**config.mk**
```make
export PLATFORM = sky130hd
export DESIGN_NAME = intra_ref_buffer
export DESIGN_NICKNAME = d
export VERILOG_FILES = /design/src/rtl/intra_pkg.sv /design/src/rtl/intra_ref_buffer_ref_fill_ctrl.sv /design/src/rtl/intra_ref_buffer.sv
export SDC_FILE = /design/constraint.sdc
export NUM_CORES = 1
export LEC_CHECK = 0
export ABC_AREA = 1
export CAP_MARGIN = 0
export CORE_UTILIZATION = 45
export DETAILED_ROUTE_END_ITERATION = 8
export GPL_ROUTABILITY_DRIVEN = 0
export HOLD_SLACK_MARGIN = 0.05
export PLACE_DENSITY = 0.72
export SETUP_SLACK_MARGIN = 0.02
export SLEW_MARGIN = 25
export SYNTH_ARGS = -nofsm -noshare
export SYNTH_HDL_FRONTEND = slang
export SYNTH_HIERARCHICAL = 1
export SYNTH_SLANG_ARGS = --single-unit
```
**constraint.sdc**
```tcl
create_clock -name CLK -period 5.8 [get_ports CLK]
set_input_delay 1.16 -clock CLK [delete_from_list [all_inputs] [get_ports CLK]]
set_output_delay 1.16 -clock CLK [all_outputs]
set_load 0.01 [all_outputs]
```
**src/rtl/intra_pkg.sv**
```systemverilog
// Shared definitions for the intra-prediction reference buffer.
//   - FSM state encoding for the neighbour-fill controller
//   - mid-grey pad value and slot-counter width helpers
package intra_pkg;

    localparam logic [2:0] ST_IDLE    = 3'd0;
    localparam logic [2:0] ST_LD_TOP  = 3'd1;
    localparam logic [2:0] ST_LD_TR   = 3'd2;
    localparam logic [2:0] ST_LD_LEFT = 3'd3;
    localparam logic [2:0] ST_PAD     = 3'd4;
    localparam logic [2:0] ST_DONE    = 3'd5;

    // Value used for unavailable neighbours: half of full scale.
    function automatic int mid_grey(input int pix_w);
        return 1 << (pix_w - 1);
    endfunction

    // Slot counter must index the larger of the half top row and the left column.
    function automatic int cnt_width(input int n_half, input int n_left);
        int m;
        m = (n_half > n_left) ? n_half : n_left;
        return (m > 1) ? $clog2(m) : 1;
    endfunction

endpackage

```
**src/rtl/intra_ref_buffer_ref_fill_ctrl.sv**
```systemverilog
// Fill sequencer for the reference buffer: walks the available neighbour
// groups in stream order, counts pixels within a group and issues the
// single-cycle pad strobes before flagging the set as valid.
// Ports:
//   CLK, RST_n                      clock, async active-low reset
//   start                           begin a new set (only honoured in IDLE/DONE)
//   top_avail, tr_avail, left_avail availability, latched on an honoured start
//   in_valid / in_ready             pixel handshake (in_ready is registered)
//   wr_top, wr_tr, wr_left          write strobe for the group being loaded
//   wr_idx                          slot within that group
//   pad_top, pad_tr, pad_left       pad strobes, asserted in the PAD cycle only
//   ref_valid                       set complete (DONE state)
//
// state      | meaning
// -----------+-----------------------------------------------
// ST_IDLE    | no set loaded since reset
// ST_LD_TOP  | receiving top pixels 0..N_TOP/2-1
// ST_LD_TR   | receiving top-right pixels (top row upper half)
// ST_LD_LEFT | receiving left column pixels
// ST_PAD     | one cycle: fill unavailable slots
// ST_DONE    | reference set stable, ref_valid high
module ref_fill_ctrl
    import intra_pkg::*;
#(
    parameter int N_TOP  = 8,
    parameter int N_LEFT = 4,
    parameter int CNT_W  = 2
) (
    input  logic             CLK,
    input  logic             RST_n,
    input  logic             start,
    input  logic             top_avail,
    input  logic             tr_avail,
    input  logic             left_avail,
    input  logic             in_valid,
    output logic             in_ready,
    output logic             wr_top,
    output logic             wr_tr,
    output logic             wr_left,
    output logic [CNT_W-1:0] wr_idx,
    output logic             pad_top,
    output logic             pad_tr,
    output logic             pad_left,
    output logic             ref_valid
);

    localparam logic [CNT_W-1:0] LAST_HALF = CNT_W'(N_TOP / 2 - 1);
    localparam logic [CNT_W-1:0] LAST_LEFT = CNT_W'(N_LEFT - 1);

    logic [2:0]       state;
    logic [2:0]       nxt;
    logic [CNT_W-1:0] cnt;
    logic             top_l;
    logic             tr_l;
    logic             left_l;
    logic             launch;
    logic             fire;
    logic             last;

    assign launch = start && (state == ST_IDLE || state == ST_DONE);
    assign fire   = in_valid && in_ready;
    assign last   = (state == ST_LD_LEFT) ? (cnt == LAST_LEFT) : (cnt == LAST_HALF);

    always_comb begin
        nxt = state;
        case (state)
            ST_IDLE, ST_DONE: begin
                if (start) begin
                    if (top_avail)       nxt = ST_LD_TOP;
                    else if (left_avail) nxt = ST_LD_LEFT;
                    else                 nxt = ST_PAD;
                end
            end
            ST_LD_TOP: begin
                if (fire && last) begin
                    if (tr_l)        nxt = ST_LD_TR;
                    else if (left_l) nxt = ST_LD_LEFT;
                    else             nxt = ST_PAD;
                end
            end
            ST_LD_TR: begin
                if (fire && last) nxt = left_l ? ST_LD_LEFT : ST_PAD;
            end
            ST_LD_LEFT: begin
                if (fire && last) nxt = ST_PAD;
            end
            ST_PAD:  nxt = ST_DONE;
            default: nxt = ST_IDLE;
        endcase
    end

    always_ff @(posedge CLK or negedge RST_n) begin
        if (!RST_n) begin
            state     <= ST_IDLE;
            cnt       <= '0;
            top_l     <= 1'b0;
            tr_l      <= 1'b0;
            left_l    <= 1'b0;
            in_ready  <= 1'b0;
            ref_valid <= 1'b0;
        end else begin
            state     <= nxt;
            // Registered from the next state so the port is a clean flop output.
            in_ready  <= (nxt == ST_LD_TOP) || (nxt == ST_LD_TR) || (nxt == ST_LD_LEFT);
            ref_valid <= (nxt == ST_DONE);
            if (launch) begin
                top_l  <= top_avail;
                tr_l   <= top_avail && tr_avail;
                left_l <= left_avail;
                cnt    <= '0;
            end else if (fire) begin
                cnt <= last ? '0 : cnt + 1'b1;
            end
        end
    end

    assign wr_top   = fire && (state == ST_LD_TOP);
    assign wr_tr    = fire && (state == ST_LD_TR);
    assign wr_left  = fire && (state == ST_LD_LEFT);
    assign wr_idx   = cnt;
    assign pad_top  = (state == ST_PAD) && !top_l;
    assign pad_tr   = (state == ST_PAD) && top_l && !tr_l;
    assign pad_left = (state == ST_PAD) && !left_l;

endmodule

```
**src/rtl/intra_ref_buffer.sv**
```systemverilog
// Neighbour-reference buffer for intra prediction. Pixels for the top,
// top-right and left neighbours stream in over a valid/ready port, land in
// registers, and unavailable groups are padded before ref_valid is raised.
// Ports:
//   CLK, RST_n                      clock, async active-low reset
//   start                           begin loading a new reference set
//   top_avail, tr_avail, left_avail neighbour availability (sampled on start)
//   in_valid, in_ready, in_data     pixel stream handshake and data
//   ref_top                         top row, pixel i at [i*PIX_W +: PIX_W]
//   ref_left                        left column, pixel j at [j*PIX_W +: PIX_W]
//   ref_valid                       reference set complete and stable
module intra_ref_buffer
    import intra_pkg::*;
#(
    parameter int PIX_W  = 8,
    parameter int N_TOP  = 8,
    parameter int N_LEFT = 4
) (
    input  logic                    CLK,
    input  logic                    RST_n,
    input  logic                    start,
    input  logic                    top_avail,
    input  logic                    tr_avail,
    input  logic                    left_avail,
    input  logic                    in_valid,
    output logic                    in_ready,
    input  logic [PIX_W-1:0]        in_data,
    output logic [N_TOP*PIX_W-1:0]  ref_top,
    output logic [N_LEFT*PIX_W-1:0] ref_left,
    output logic                    ref_valid
);

    localparam int               HALF  = N_TOP / 2;
    localparam int               CNT_W = cnt_width(N_TOP / 2, N_LEFT);
    localparam logic [PIX_W-1:0] GREY  = PIX_W'(mid_grey(PIX_W));

    logic             wr_top;
    logic             wr_tr;
    logic             wr_left;
    logic [CNT_W-1:0] wr_idx;
    logic             pad_top;
    logic             pad_tr;
    logic             pad_left;

    ref_fill_ctrl #(
        .N_TOP  (N_TOP),
        .N_LEFT (N_LEFT),
        .CNT_W  (CNT_W)
    ) u_ctrl (
        .CLK        (CLK),
        .RST_n      (RST_n),
        .start      (start),
        .top_avail  (top_avail),
        .tr_avail   (tr_avail),
        .left_avail (left_avail),
        .in_valid   (in_valid),
        .in_ready   (in_ready),
        .wr_top     (wr_top),
        .wr_tr      (wr_tr),
        .wr_left    (wr_left),
        .wr_idx     (wr_idx),
        .pad_top    (pad_top),
        .pad_tr     (pad_tr),
        .pad_left   (pad_left),
        .ref_valid  (ref_valid)
    );

    // Writes and pads never coincide: pads only fire in the PAD cycle,
    // when in_ready is low.
    always_ff @(posedge CLK or negedge RST_n) begin
        if (!RST_n) begin
            ref_top  <= '0;
            ref_left <= '0;
        end else begin
            if (wr_top)  ref_top[int'(wr_idx) * PIX_W +: PIX_W]          <= in_data;
            if (wr_tr)   ref_top[(HALF + int'(wr_idx)) * PIX_W +: PIX_W] <= in_data;
            if (wr_left) ref_left[int'(wr_idx) * PIX_W +: PIX_W]         <= in_data;
            if (pad_top) begin
                for (int i = 0; i < N_TOP; i++) ref_top[i * PIX_W +: PIX_W] <= GREY;
            end
            // Missing top-right repeats the last real top pixel.
            if (pad_tr) begin
                for (int i = HALF; i < N_TOP; i++)
                    ref_top[i * PIX_W +: PIX_W] <= ref_top[(HALF - 1) * PIX_W +: PIX_W];
            end
            if (pad_left) begin
                for (int j = 0; j < N_LEFT; j++) ref_left[j * PIX_W +: PIX_W] <= GREY;
            end
        end
    end

endmodule

```
* Yosys cells after proc, flatten, opt, wreduce, memory -nomap -nowiden
Cells that the tools add are included.
** Operators by class
- Shift-type cells :: 6
- Reduce and logical (&&, ||, !) cells :: 21
- Mux-type cells :: 21
- Bitwise logic cells :: 0
- Magnitude comparators :: 0
- Divide/modulo/power cells :: 0
- Eq/ne operators :: 10
- Multipliers :: 0
- Add/sub/neg operators :: 4
** Operators by type and width (number)
- $mux W64 :: 3
- $bwmux W64 :: 2
- $shift A8 B33 Y64 const A :: 2
- $shiftx A8 B33 Y64 :: 2
- $mux W32 :: 3
- $neg A5 Y33 :: 1
- $neg A7 Y33 :: 1
- $shift A8 B33 Y32 const A :: 1
- $shiftx A8 B33 Y32 :: 1
- $bwmux W32 :: 1
- $mux W3 :: 8
- $pmux W3 S5 :: 1
- $eq A3 B2 Y1 const B :: 4
- $logic_and A1 B1 Y1 :: 11
- $eq A3 B3 Y1 const B :: 3
- $eq A3 B1 Y1 const B :: 2
- $mux W2 :: 3
- $add A3 B2 Y4 const A :: 1
- $reduce_bool A2 Y1 :: 2
- $logic_not A1 Y1 :: 3
- $logic_not A3 Y1 :: 1
- $logic_or A1 B1 Y1 :: 3
- $add A2 B1 Y2 const B :: 1
- $eq A2 B2 Y1 const B :: 1
- $reduce_or A2 Y1 :: 1
** Storage, ports and cells
- ROM bits :: 0
- Logic and storage cells :: 71
- Input bits :: 15
- Flip-flop bits (word level) :: 106
- Memories kept :: 0
- Latch bits :: 0
- Bits in writable memories :: 0

* Logic depth before layout (Yosys ltp)
Gate-level depths: netlist of the first run.
- Depth after elaboration :: 8
- Depth in mapped cells :: 11
- Gate-level depth less buffers :: 10

* Hierarchy
The synthesis of the first run kept the hierarchy.
** Modules (own cells, without submodules)
- intra_ref_buffer :: cells an instance 631, seq. area each 2402.3 um2, times used 1, area an instance 4788.3 um2
- ref_fill_ctrl :: cells an instance 98, seq. area each 250.2 um2, times used 1, area an instance 640.6 um2

* Least setup slack after synthesis of the first run
Ideal clock, no wire load.
- Kind :: input to register
- From :: input in_valid
- To :: register ref_top[24]
- Stages :: 7
- Setup slack :: 3.434 ns
- Library setup time :: 0.078 ns
- Arrival :: 2.288 ns
- Buffers on the path :: 1
- Cells stage by stage :: nand2_1 nor4_1 buf_2 nand3_2 nor2_1 nand2_1 a21oi_1
** Between the ends
- Elaborated cells between the ends (all ways) :: 7
- Classes of those cells :: 4 x mux; 3 x reduce/logical
** RTL lines
- start, declared :: line intra_ref_buffer.sv:25 : input logic in_valid,
- $logic_and A1 B1 Y1 :: line intra_ref_buffer_ref_fill_ctrl.sv:61 : assign fire = in_valid && in_ready;
- $logic_and A1 B1 Y1 :: line intra_ref_buffer_ref_fill_ctrl.sv:118 : assign wr_tr = fire && (state == ST_LD_TR);
- named net wr_tr :: line intra_ref_buffer.sv:38 : logic wr_tr;
- $mux W64 :: line intra_ref_buffer.sv:76 : if (wr_tr) ref_top[(HALF + int'(wr_idx)) * PIX_W +: PIX_W] <= in_data;
- $mux W64 :: line intra_ref_buffer.sv:78 : if (pad_top) begin
- end signal, assigned by index :: line intra_ref_buffer.sv:75 : if (wr_top) ref_top[int'(wr_idx) * PIX_W +: PIX_W] <= in_data;
- end signal, assigned by index :: line intra_ref_buffer.sv:76
- end signal, assigned by index :: line intra_ref_buffer.sv:84 : ref_top[i * PIX_W +: PIX_W] <= ref_top[(HALF - 1) * PIX_W +: PIX_W];
- end, declared :: line intra_ref_buffer.sv:28 : output logic [N_TOP*PIX_W-1:0] ref_top,
The timed path passes the listed nets, and every way through them passes these cells.
A chain may end at the register's enable or synchronous reset.

* Worst setup path in the final report of the first run
- From :: input in_valid
- To :: register ref_top[28]
The elaborated chain is that of the path after synthesis.

==> impl_metrics.xml, run 1 <==
<?xml version="1.0" encoding="UTF-8"?>
<metrics>
  <group name="synthesis">
    <metric name="synthesis.nets" unit="">753</metric>
    <metric name="netlist_area" unit="um^2">5430</metric>
    <metric name="post-synth-top-count-cell" unit="">sky130_fd_sc_hd__nand2_1</metric>
    <metric name="top_flip_flop_cell_by_instance_count_after_synthesis" unit="">sky130_fd_sc_hd__dfrtp_1</metric>
    <metric name="synth_seq_cells" unit="">106</metric>
    <metric name="synth-async-reset-ratio" unit="%">100</metric>
    <metric name="synth_largest_type_area_fraction" unit="%">48.9</metric>
    <metric name="post_synth_main_area_contributors" unit="">sky130_fd_sc_hd__dfrtp_1, sky130_fd_sc_hd__nand2_1, sky130_fd_sc_hd__o21ai_0</metric>
    <metric name="synth_area_per_cell" unit="um^2">7.45</metric>
    <metric name="synth_edf_count" unit="">0</metric>
    <metric name="distinct_cell_type_count_of_the_synthesized_netlist" unit="">24</metric>
    <metric name="yosysSeqAreaShare" unit="%">48.9</metric>
    <metric name="synthesis.instances" unit="">729</metric>
    <metric name="yosysWarnings" unit="">6</metric>
    <metric name="synth.top_cells.by_count" unit="">sky130_fd_sc_hd__nand2_1, sky130_fd_sc_hd__dfrtp_1, sky130_fd_sc_hd__o21ai_0</metric>
    <metric name="synth_largest_area_cell" unit="">sky130_fd_sc_hd__dfrtp_1</metric>
  </group>
  <group name="power_and_ir_drop">
    <metric name="power_leakage" unit="nW">3.40</metric>
    <metric name="combinationalPowerShare" unit="%">48.2</metric>
    <metric name="cell_internal_pwr" unit="mW">2.07</metric>
    <metric name="pwr-share-seq" unit="%">35.1</metric>
    <metric name="net_switching_share_of_the_total_power" unit="%">41.5</metric>
    <metric name="power.share.clock" unit="%">16.6</metric>
    <metric name="powerDensity" unit="nW/um^2">510</metric>
    <metric name="ir_drop" unit="mV">0.235</metric>
    <metric name="power.switching" unit="mW">1.46</metric>
  </group>
  <group name="timing">
    <metric name="grt_setup_unrepaired" unit="">false</metric>
    <metric name="min_setup_slack_post_route" unit="ps">2290</metric>
    <metric name="finalSetupViolations" unit="">0</metric>
    <metric name="finClkSkew" unit="ps">16.0</metric>
    <metric name="setup-tns-final" unit="ps">0</metric>
    <metric name="finalWorstPathRequiredPeriod" unit="ps">3510</metric>
    <metric name="finalHoldViolations" unit="">0</metric>
    <metric name="finalCritPeriodShare" unit="%">60.5</metric>
    <metric name="fmax" unit="MHz">285</metric>
    <metric name="slew_violations" unit="">0</metric>
    <metric name="slew_headroom" unit="%">30.4</metric>
    <metric name="timing_worst_slew_pin_value" unit="ps">1040</metric>
  </group>
  <group name="floorplan">
    <metric name="die_area" unit="um^2">12500</metric>
    <metric name="die_width" unit="um">112</metric>
    <metric name="start_util" unit="%">46.9</metric>
    <metric name="dieHeight" unit="um">112</metric>
    <metric name="floorplan.io_pins" unit="">113</metric>
    <metric name="std_cell_core_area" unit="um^2">11600</metric>
    <metric name="placementRows" unit="">39</metric>
  </group>
  <group name="cts">
    <metric name="htree_num_levels" unit="">3</metric>
    <metric name="tritoncts" unit="">done</metric>
    <metric name="worst_setup_hold_path_clk_slew" unit="ps">70</metric>
    <metric name="worst_skew_pair.late_latency" unit="ps">360</metric>
    <metric name="post_cts.resized_instances" unit="">0</metric>
    <metric name="cts_setup_buffers" unit="">0</metric>
    <metric name="root_buf_cell" unit="">sky130_fd_sc_hd__clkbuf_16</metric>
    <metric name="clock_path_buffers" unit="">2</metric>
    <metric name="cts_hold_buf" unit="">0</metric>
    <metric name="tritoncts_num_sinks" unit="">106</metric>
    <metric name="cts_inserted_buffers" unit="">9</metric>
  </group>
  <group name="setup_path">
    <metric name="timing.critical_path.arrival" unit="ps">3770</metric>
    <metric name="crit_slowest_cell" unit="">sky130_fd_sc_hd__nor4_2</metric>
    <metric name="data_required_critical_path" unit="ps">6060</metric>
    <metric name="critPathMaxStageDelay" unit="ps">760</metric>
    <metric name="crit_type" unit="">in -&gt; reg</metric>
    <metric name="worstPathCellList" unit="">clkdlybuf4s50_1 -&gt; nand2_1 -&gt; nor4_2 -&gt; nand3_2 -&gt; nor2_1 -&gt; nand2_1 -&gt; a21oi_1</metric>
    <metric name="crit_path_end_kind" unit="">flop</metric>
    <metric name="r2r.worst_path.cells" unit="">8</metric>
    <metric name="crit_fanout" unit="">9</metric>
    <metric name="setup.worst_path.start_class" unit="">primary input</metric>
    <metric name="crit_path_frequent_cell" unit="">sky130_fd_sc_hd__nand2_1</metric>
  </group>
  <group name="layout">
    <metric name="area.growth.synth_to_final" unit="%">27.5</metric>
    <metric name="fraction_of_final_layout_cells_sized_beyond_drive_strength_1" unit="%">3.71</metric>
    <metric name="final_nets" unit="">854</metric>
    <metric name="filler_cell_count" unit="">1035</metric>
    <metric name="diodes" unit="">0</metric>
  </group>
  <group name="routing">
    <metric name="detailedRoute.firstPassIterationCount" unit="">8</metric>
    <metric name="route.antenna.remaining_nets" unit="">0</metric>
    <metric name="detail_route.wirelength" unit="um">16600</metric>
    <metric name="drc" unit="">10</metric>
    <metric name="route.vias.total" unit="">5548</metric>
    <metric name="drt_iter0_drc" unit="">501</metric>
    <metric name="route.detailed.wl_per_inst" unit="um">16.9</metric>
    <metric name="post_drt_via_cell_ratio" unit="">5.67</metric>
  </group>
  <group name="global_route">
    <metric name="global_route.overflow_total" unit="">0</metric>
    <metric name="grt_antenna_before_repair" unit="">0</metric>
    <metric name="grt_max_degree" unit="">69</metric>
    <metric name="first_global_vias" unit="">5370</metric>
    <metric name="grt_first_pass_wirelength" unit="um">27000</metric>
    <metric name="grt_total_usage" unit="%">27.4</metric>
  </group>
  <group name="min_path">
    <metric name="hp-class" unit="">reg -&gt; reg</metric>
    <metric name="hold_depth" unit="">2</metric>
  </group>
  <group name="outcome">
    <metric name="run_status" unit="">finished, violations left</metric>
    <metric name="failing_checks" unit="">design-rule violations</metric>
  </group>
  <group name="placement">
    <metric name="dpl_worst_slack" unit="ps">2030</metric>
    <metric name="hpwl" unit="um">12100</metric>
    <metric name="port_buffers" unit="">112</metric>
  </group>
  <group name="run">
    <metric name="max-cap-violations" unit="">0</metric>
  </group>
</metrics>
[metal layers]
layer	vias up	track usage [%]	share of wire (%)
met3	46	3.76	6.4
met4	0	12.6	3.3
li1	2569	-	-
met2	240	45.7	49
met1	2693	35.5	42
met5	-	0	0
[worst max-delay path: cells and delay by family]
| family | cells | cell delay (ps) |
|---|---|---|
| buffers and inverters | 1 | 490 |
| AO/OA/AOI/OAI | 1 | 190 |
| AND/OR/NAND/NOR | 5 | 1930 |
[cell type report]
type / instances / area, um^2 / area share [%]
multi-input cells: 526 / 2400 / 34.6
clock inverters: 7 / 51.3 / 0.741
clock buffers: 9 / 225 / 3.25
well taps: 143 / 179 / 2.59
inverters: 71 / 267 / 3.85
repair buffers: 116 / 1150 / 16.6
flip-flops and latches: 106 / 2650 / 38.3
[cell usage in the layout (no fill, tap or decap)]
master / instances
sky130_fd_sc_hd__clkdlybuf4s50_1: 111
sky130_fd_sc_hd__clkinv_2: 2
sky130_fd_sc_hd__nand3_2: 1
sky130_fd_sc_hd__o21ai_0: 95
sky130_fd_sc_hd__nor2_1: 84
sky130_fd_sc_hd__inv_2: 2
sky130_fd_sc_hd__inv_1: 67
sky130_fd_sc_hd__buf_4: 5
sky130_fd_sc_hd__inv_6: 3
sky130_fd_sc_hd__nand2_2: 1
sky130_fd_sc_hd__o22ai_1: 1
sky130_fd_sc_hd__a31oi_1: 1
sky130_fd_sc_hd__clkinv_1: 2
sky130_fd_sc_hd__clkbuf_16: 9
sky130_fd_sc_hd__nand2_1: 180
sky130_fd_sc_hd__nor4_2: 1
sky130_fd_sc_hd__nand4_1: 2
sky130_fd_sc_hd__clkinvlp_4: 2
sky130_fd_sc_hd__ha_1: 9
sky130_fd_sc_hd__dfrtp_1: 106
sky130_fd_sc_hd__o21ai_1: 11
sky130_fd_sc_hd__nor3_1: 14
sky130_fd_sc_hd__a21oi_1: 46
sky130_fd_sc_hd__nor2_2: 4
sky130_fd_sc_hd__nand3_1: 75
sky130_fd_sc_hd__a21oi_2: 1
[sequential cells by signal, indices dropped and copies added, names as in the netlist]
name and cells:
u_ctrl/top_l 1, u_ctrl/state 3, u_ctrl/tr_l 1, u_ctrl/ref_valid 1
ref_left 32, u_ctrl/left_l 1, ref_top 64, u_ctrl/wr_idx 2
u_ctrl/in_ready 1
[cell families (layout without fill, tap and decap cells)]
| kind of cell | count (synthesis) | in the layout | synth area share [%] |
|---|---|---|---|
| and+or+nand+nor | 362 | 362 | 27.6 |
| DFF | 106 | 106 | 48.9 |
| adders and majority gates | 9 | 9 | 2.07 |
| buffers and inverters | 97 | 203 | 7.10 |
| AOI/OAI and AO/OA | 155 | 155 | 14.4 |
[metrics by stage]
stage / hold WS [ps] / util [%] / instance area, um^2 / total power, mW / instances
after floorplan: 475 / - / 5430 / 2.12 / 729
after global placement: 501 / 57.4 / 6640 / 2.89 / 962
after global routing: 547 / 59.8 / 6920 / 3.76 / 978
after CTS: 525 / 59.8 / 6920 / 3.52 / 978
final: 522 / 59.8 / 6920 / 3.53 / 978
after detailed placement: 507 / 57.4 / 6640 / 2.92 / 962
[power groups by stage]
| stage | Combinational [mW] | Clock [mW] | Sequential, mW |
|---|---|---|---|
| 4_1_cts | 1.69 | 0.595 | 1.24 |
| 6_report | 1.70 | 0.587 | 1.24 |
| 5_1_grt | 1.86 | 0.620 | 1.27 |
| 3_3_place_gp | 1.64 | 0 | 1.25 |
| 3_5_place_dp | 1.67 | 0 | 1.25 |
| 2_1_floorplan | 0.806 | 0 | 1.31 |
[final timing paths]
kind,startpoint,to,slack [ps]
worst max register to register,u_ctrl/wr_idx[0],ref_top[33],2610
max in group asynchronous,RST_n,ref_top[52],3880
worst max-delay path,in_valid,ref_top[28],2290
worst min-delay path,ref_top[2],ref_top[2],520
min in group asynchronous,RST_n,ref_top[5],890
worst min register to register,ref_top[2],ref_top[2],520
(Power assumes the default switching activity.)
==> run 2: changes to the inputs <==
--- a/config.mk
+++ b/config.mk
@@ -11,7 +11,7 @@
 export DETAILED_ROUTE_END_ITERATION = 8
 export GPL_ROUTABILITY_DRIVEN = 0
 export HOLD_SLACK_MARGIN = 0.05
-export PLACE_DENSITY = 0.72
+export PLACE_DENSITY = 0.74
 export SETUP_SLACK_MARGIN = 0.02
 export SLEW_MARGIN = 25
 export SYNTH_ARGS = -nofsm -noshare
==> constraint.sdc (replaced) <==
create_clock -name CLK -period 2.89 [get_ports CLK]
set_input_delay 0.578 -clock CLK [delete_from_list [all_inputs] [get_ports CLK]]
set_output_delay 0.578 -clock CLK [all_outputs]
set_load 0.01 [all_outputs]
==> impl_metrics.xml, run 2 (synthesized netlist as in run 1, its figures left out) <==
<?xml version="1.0" encoding="UTF-8"?>
<metrics>
  <group name="outcome">
    <metric name="run_status" unit="">finished, violations left</metric>
    <metric name="failing_checks" unit="">design-rule violations</metric>
  </group>
  <group name="layout">
    <metric name="max_flop_register" unit="">ref_top</metric>
    <metric name="max_reg_flops" unit="">64</metric>
    <metric name="fraction_of_final_layout_cells_sized_beyond_drive_strength_1" unit="%">4.51</metric>
    <metric name="area.growth.synth_to_final" unit="%">29.2</metric>
    <metric name="reg_top3" unit="">ref_top (64), ref_left (32), u_ctrl/state (3)</metric>
    <metric name="layout_commonest_cell" unit="">sky130_fd_sc_hd__nand2_1</metric>
    <metric name="mostFrequentLayoutCells" unit="">sky130_fd_sc_hd__nand2_1, sky130_fd_sc_hd__clkdlybuf4s50_1, sky130_fd_sc_hd__dfrtp_1, sky130_fd_sc_hd__o21ai_0, sky130_fd_sc_hd__nor2_1</metric>
    <metric name="post_route_cell_area" unit="um^2">7010</metric>
    <metric name="final_nets" unit="">862</metric>
    <metric name="diodes" unit="">0</metric>
  </group>
  <group name="routing">
    <metric name="post_drt_via_cell_ratio" unit="">5.68</metric>
    <metric name="route.detailed.wl_per_inst" unit="um">17.0</metric>
    <metric name="detail_route.wirelength" unit="um">16800</metric>
    <metric name="route.antenna.remaining_nets" unit="">0</metric>
    <metric name="routed.top_layer" unit="">met4</metric>
    <metric name="wl_met1" unit="um">6900</metric>
    <metric name="routed-wl-met3" unit="um">1250</metric>
    <metric name="drt_iter0_drc" unit="">468</metric>
    <metric name="detailedRoute.firstPassIterationCount" unit="">7</metric>
    <metric name="met2_length" unit="um">8120</metric>
    <metric name="drc" unit="">8</metric>
    <metric name="route.vias.total" unit="">5596</metric>
  </group>
  <group name="global_route">
    <metric name="grt_antenna_before_repair" unit="">0</metric>
    <metric name="grt_first_pass_wirelength" unit="um">26600</metric>
    <metric name="first_global_vias" unit="">5256</metric>
    <metric name="global_route.overflow_total" unit="">0</metric>
    <metric name="grt_total_usage" unit="%">27.3</metric>
    <metric name="grt_max_degree" unit="">60</metric>
  </group>
  <group name="cts">
    <metric name="cts_setup_buffers" unit="">0</metric>
    <metric name="worst_setup_hold_path_clk_slew" unit="ps">80</metric>
    <metric name="root_buf_cell" unit="">sky130_fd_sc_hd__clkbuf_16</metric>
    <metric name="tritoncts" unit="">done</metric>
    <metric name="tritoncts_num_sinks" unit="">106</metric>
    <metric name="worst_skew_pair.late_latency" unit="ps">350</metric>
    <metric name="htree_num_levels" unit="">3</metric>
    <metric name="cts_hold_buf" unit="">0</metric>
    <metric name="post_cts.resized_instances" unit="">0</metric>
    <metric name="clock_path_buffers" unit="">2</metric>
    <metric name="cts_inserted_buffers" unit="">9</metric>
  </group>
  <group name="setup_path">
    <metric name="crit_path_end_kind" unit="">flop</metric>
    <metric name="timing.critical_path.buf_inv" unit="">2</metric>
    <metric name="crit_type" unit="">reg -&gt; reg</metric>
    <metric name="crit_path_frequent_cell" unit="">sky130_fd_sc_hd__nand2_1</metric>
    <metric name="setup.worst_path.start_class" unit="">flop</metric>
    <metric name="r2r.worst_path.cells" unit="">7</metric>
    <metric name="crit_slowest_cell" unit="">sky130_fd_sc_hd__inv_2</metric>
    <metric name="crit_fanout" unit="">41</metric>
    <metric name="worstPathCellList" unit="">clkinv_1 -&gt; ha_1 -&gt; inv_2 -&gt; nand2_1 -&gt; nor2_1 -&gt; nand2_1 -&gt; a31oi_1</metric>
    <metric name="r2r_slack" unit="ps">390</metric>
    <metric name="timing.critical_path.arrival" unit="ps">2760</metric>
    <metric name="cp_top_family" unit="">buffers and inverters</metric>
    <metric name="reg2reg_from" unit="">u_ctrl/wr_idx[0]</metric>
    <metric name="data_required_critical_path" unit="ps">3160</metric>
    <metric name="critPathMaxStageDelay" unit="ps">500</metric>
    <metric name="crit-reg2reg-capture" unit="">ref_top[63]</metric>
  </group>
  <group name="power_and_ir_drop">
    <metric name="pwr-share-seq" unit="%">34.5</metric>
    <metric name="design_power_total" unit="mW">7.16</metric>
    <metric name="power_leakage" unit="nW">3.45</metric>
    <metric name="net_switching_share_of_the_total_power" unit="%">40.8</metric>
    <metric name="ir_drop" unit="mV">0.508</metric>
    <metric name="cell_internal_pwr" unit="mW">4.24</metric>
    <metric name="combinationalPowerShare" unit="%">48.0</metric>
    <metric name="power.share.clock" unit="%">17.5</metric>
    <metric name="power.switching" unit="mW">2.92</metric>
    <metric name="powerDensity" unit="nW/um^2">1020</metric>
  </group>
  <group name="timing">
    <metric name="slew_violations" unit="">0</metric>
    <metric name="finalHoldViolations" unit="">0</metric>
    <metric name="grt_setup_unrepaired" unit="">false</metric>
    <metric name="finalWorstPathRequiredPeriod" unit="ps">2500</metric>
    <metric name="slew_headroom" unit="%">49.0</metric>
    <metric name="timing_worst_slew_pin_value" unit="ps">765</metric>
    <metric name="finalSetupViolations" unit="">0</metric>
    <metric name="fmax" unit="MHz">400</metric>
    <metric name="timing.hold.ws" unit="ps">297</metric>
    <metric name="setup-tns-final" unit="ps">0</metric>
    <metric name="finClkSkew" unit="ps">12.5</metric>
    <metric name="finalCritPeriodShare" unit="%">86.4</metric>
  </group>
  <group name="floorplan">
    <metric name="start_util" unit="%">46.9</metric>
    <metric name="die_width" unit="um">112</metric>
    <metric name="floorplan.io_pins" unit="">113</metric>
    <metric name="die_area" unit="um^2">12500</metric>
    <metric name="dieHeight" unit="um">112</metric>
    <metric name="std_cell_core_area" unit="um^2">11600</metric>
    <metric name="placementRows" unit="">39</metric>
  </group>
  <group name="placement">
    <metric name="postPlaceCellArea" unit="um^2">6710</metric>
    <metric name="hpwl" unit="um">12300</metric>
    <metric name="port_buffers" unit="">112</metric>
  </group>
  <group name="min_path">
    <metric name="hp-class" unit="">in -&gt; async</metric>
  </group>
  <group name="run">
    <metric name="max-cap-violations" unit="">0</metric>
  </group>
</metrics>
run 2: worst register-to-register path, stage by stage, from the launching register on:
cell	delay, ps
sky130_fd_sc_hd__dfrtp_1	360
sky130_fd_sc_hd__clkinv_1	340
sky130_fd_sc_hd__ha_1	490
sky130_fd_sc_hd__inv_2	500
sky130_fd_sc_hd__nand2_1	120
sky130_fd_sc_hd__nor2_1	340
sky130_fd_sc_hd__nand2_1	120
sky130_fd_sc_hd__a31oi_1	160
run 2: layer usage:
metal  vias up  track usage, %
met5         -               0
met4         0            12.2
met2       291            45.0
met1      2659            35.9
met3        48            3.70
li1       2598               -
run 2: layout make-up:
cell class | count | area (um^2)
flip-flops and latches | 106 | 2650
fillers | 1031 | 4550
repair buffers | 124 | 1220
clock inverters | 7 | 76.3
multi-input cells | 526 | 2390
clock buffers | 9 | 225
inverters | 71 | 267
well taps | 143 | 179
run 2: worst max path at each step:
| stage | startpoint | depth (start not counted) | to | slack [ps] |
|---|---|---|---|---|
| finish | u_ctrl/wr_idx[0] | 7 | ref_top[63] | 390 |
| global route | u_ctrl/wr_idx[0] | 7 | ref_top[63] | 280 |
| CTS | u_ctrl/wr_idx[0] | 7 | ref_top[63] | 460 |
| detailed placement | in_valid | 8 | ref_top[25] | 280 |
| global placement | in_valid | 8 | ref_top[30] | 380 |
| floorplan | u_ctrl/wr_idx[0] | 8 | ref_top[31] | 860 |
run 2: power by group through the flow:
stage               clock, mW  combinational [mW]  sequential [mW]
floorplan                   0                1.62             2.63
global placement            0                3.29             2.48
detailed placement          0                3.37             2.49
CTS                      1.26                3.41             2.46
global route             1.32                3.75             2.53
finish                   1.25                3.43             2.47
run 2: per-stage QoR:
| step | utilization [%] | setup WS, ps | cells |
|---|---|---|---|
| 6_report | 60.6 | 392 | 986 |
| 5_1_grt | 60.6 | 283 | 986 |
| 3_3_place_gp | 58.0 | 375 | 970 |
| 2_1_floorplan | - | 860 | 729 |
| 4_1_cts | 60.6 | 461 | 986 |
| 3_5_place_dp | 58.0 | 277 | 970 |
==> run 3: changes to the inputs <==
--- a/config.mk
+++ b/config.mk
@@ -6,7 +6,6 @@
 export NUM_CORES = 1
 export LEC_CHECK = 0
 export ABC_AREA = 1
-export CAP_MARGIN = 0
 export CORE_UTILIZATION = 45
 export DETAILED_ROUTE_END_ITERATION = 8
 export GPL_ROUTABILITY_DRIVEN = 0
==> results of run 3 <==
Same layout as run 2: the final DEF is identical, and so are final timing and power.
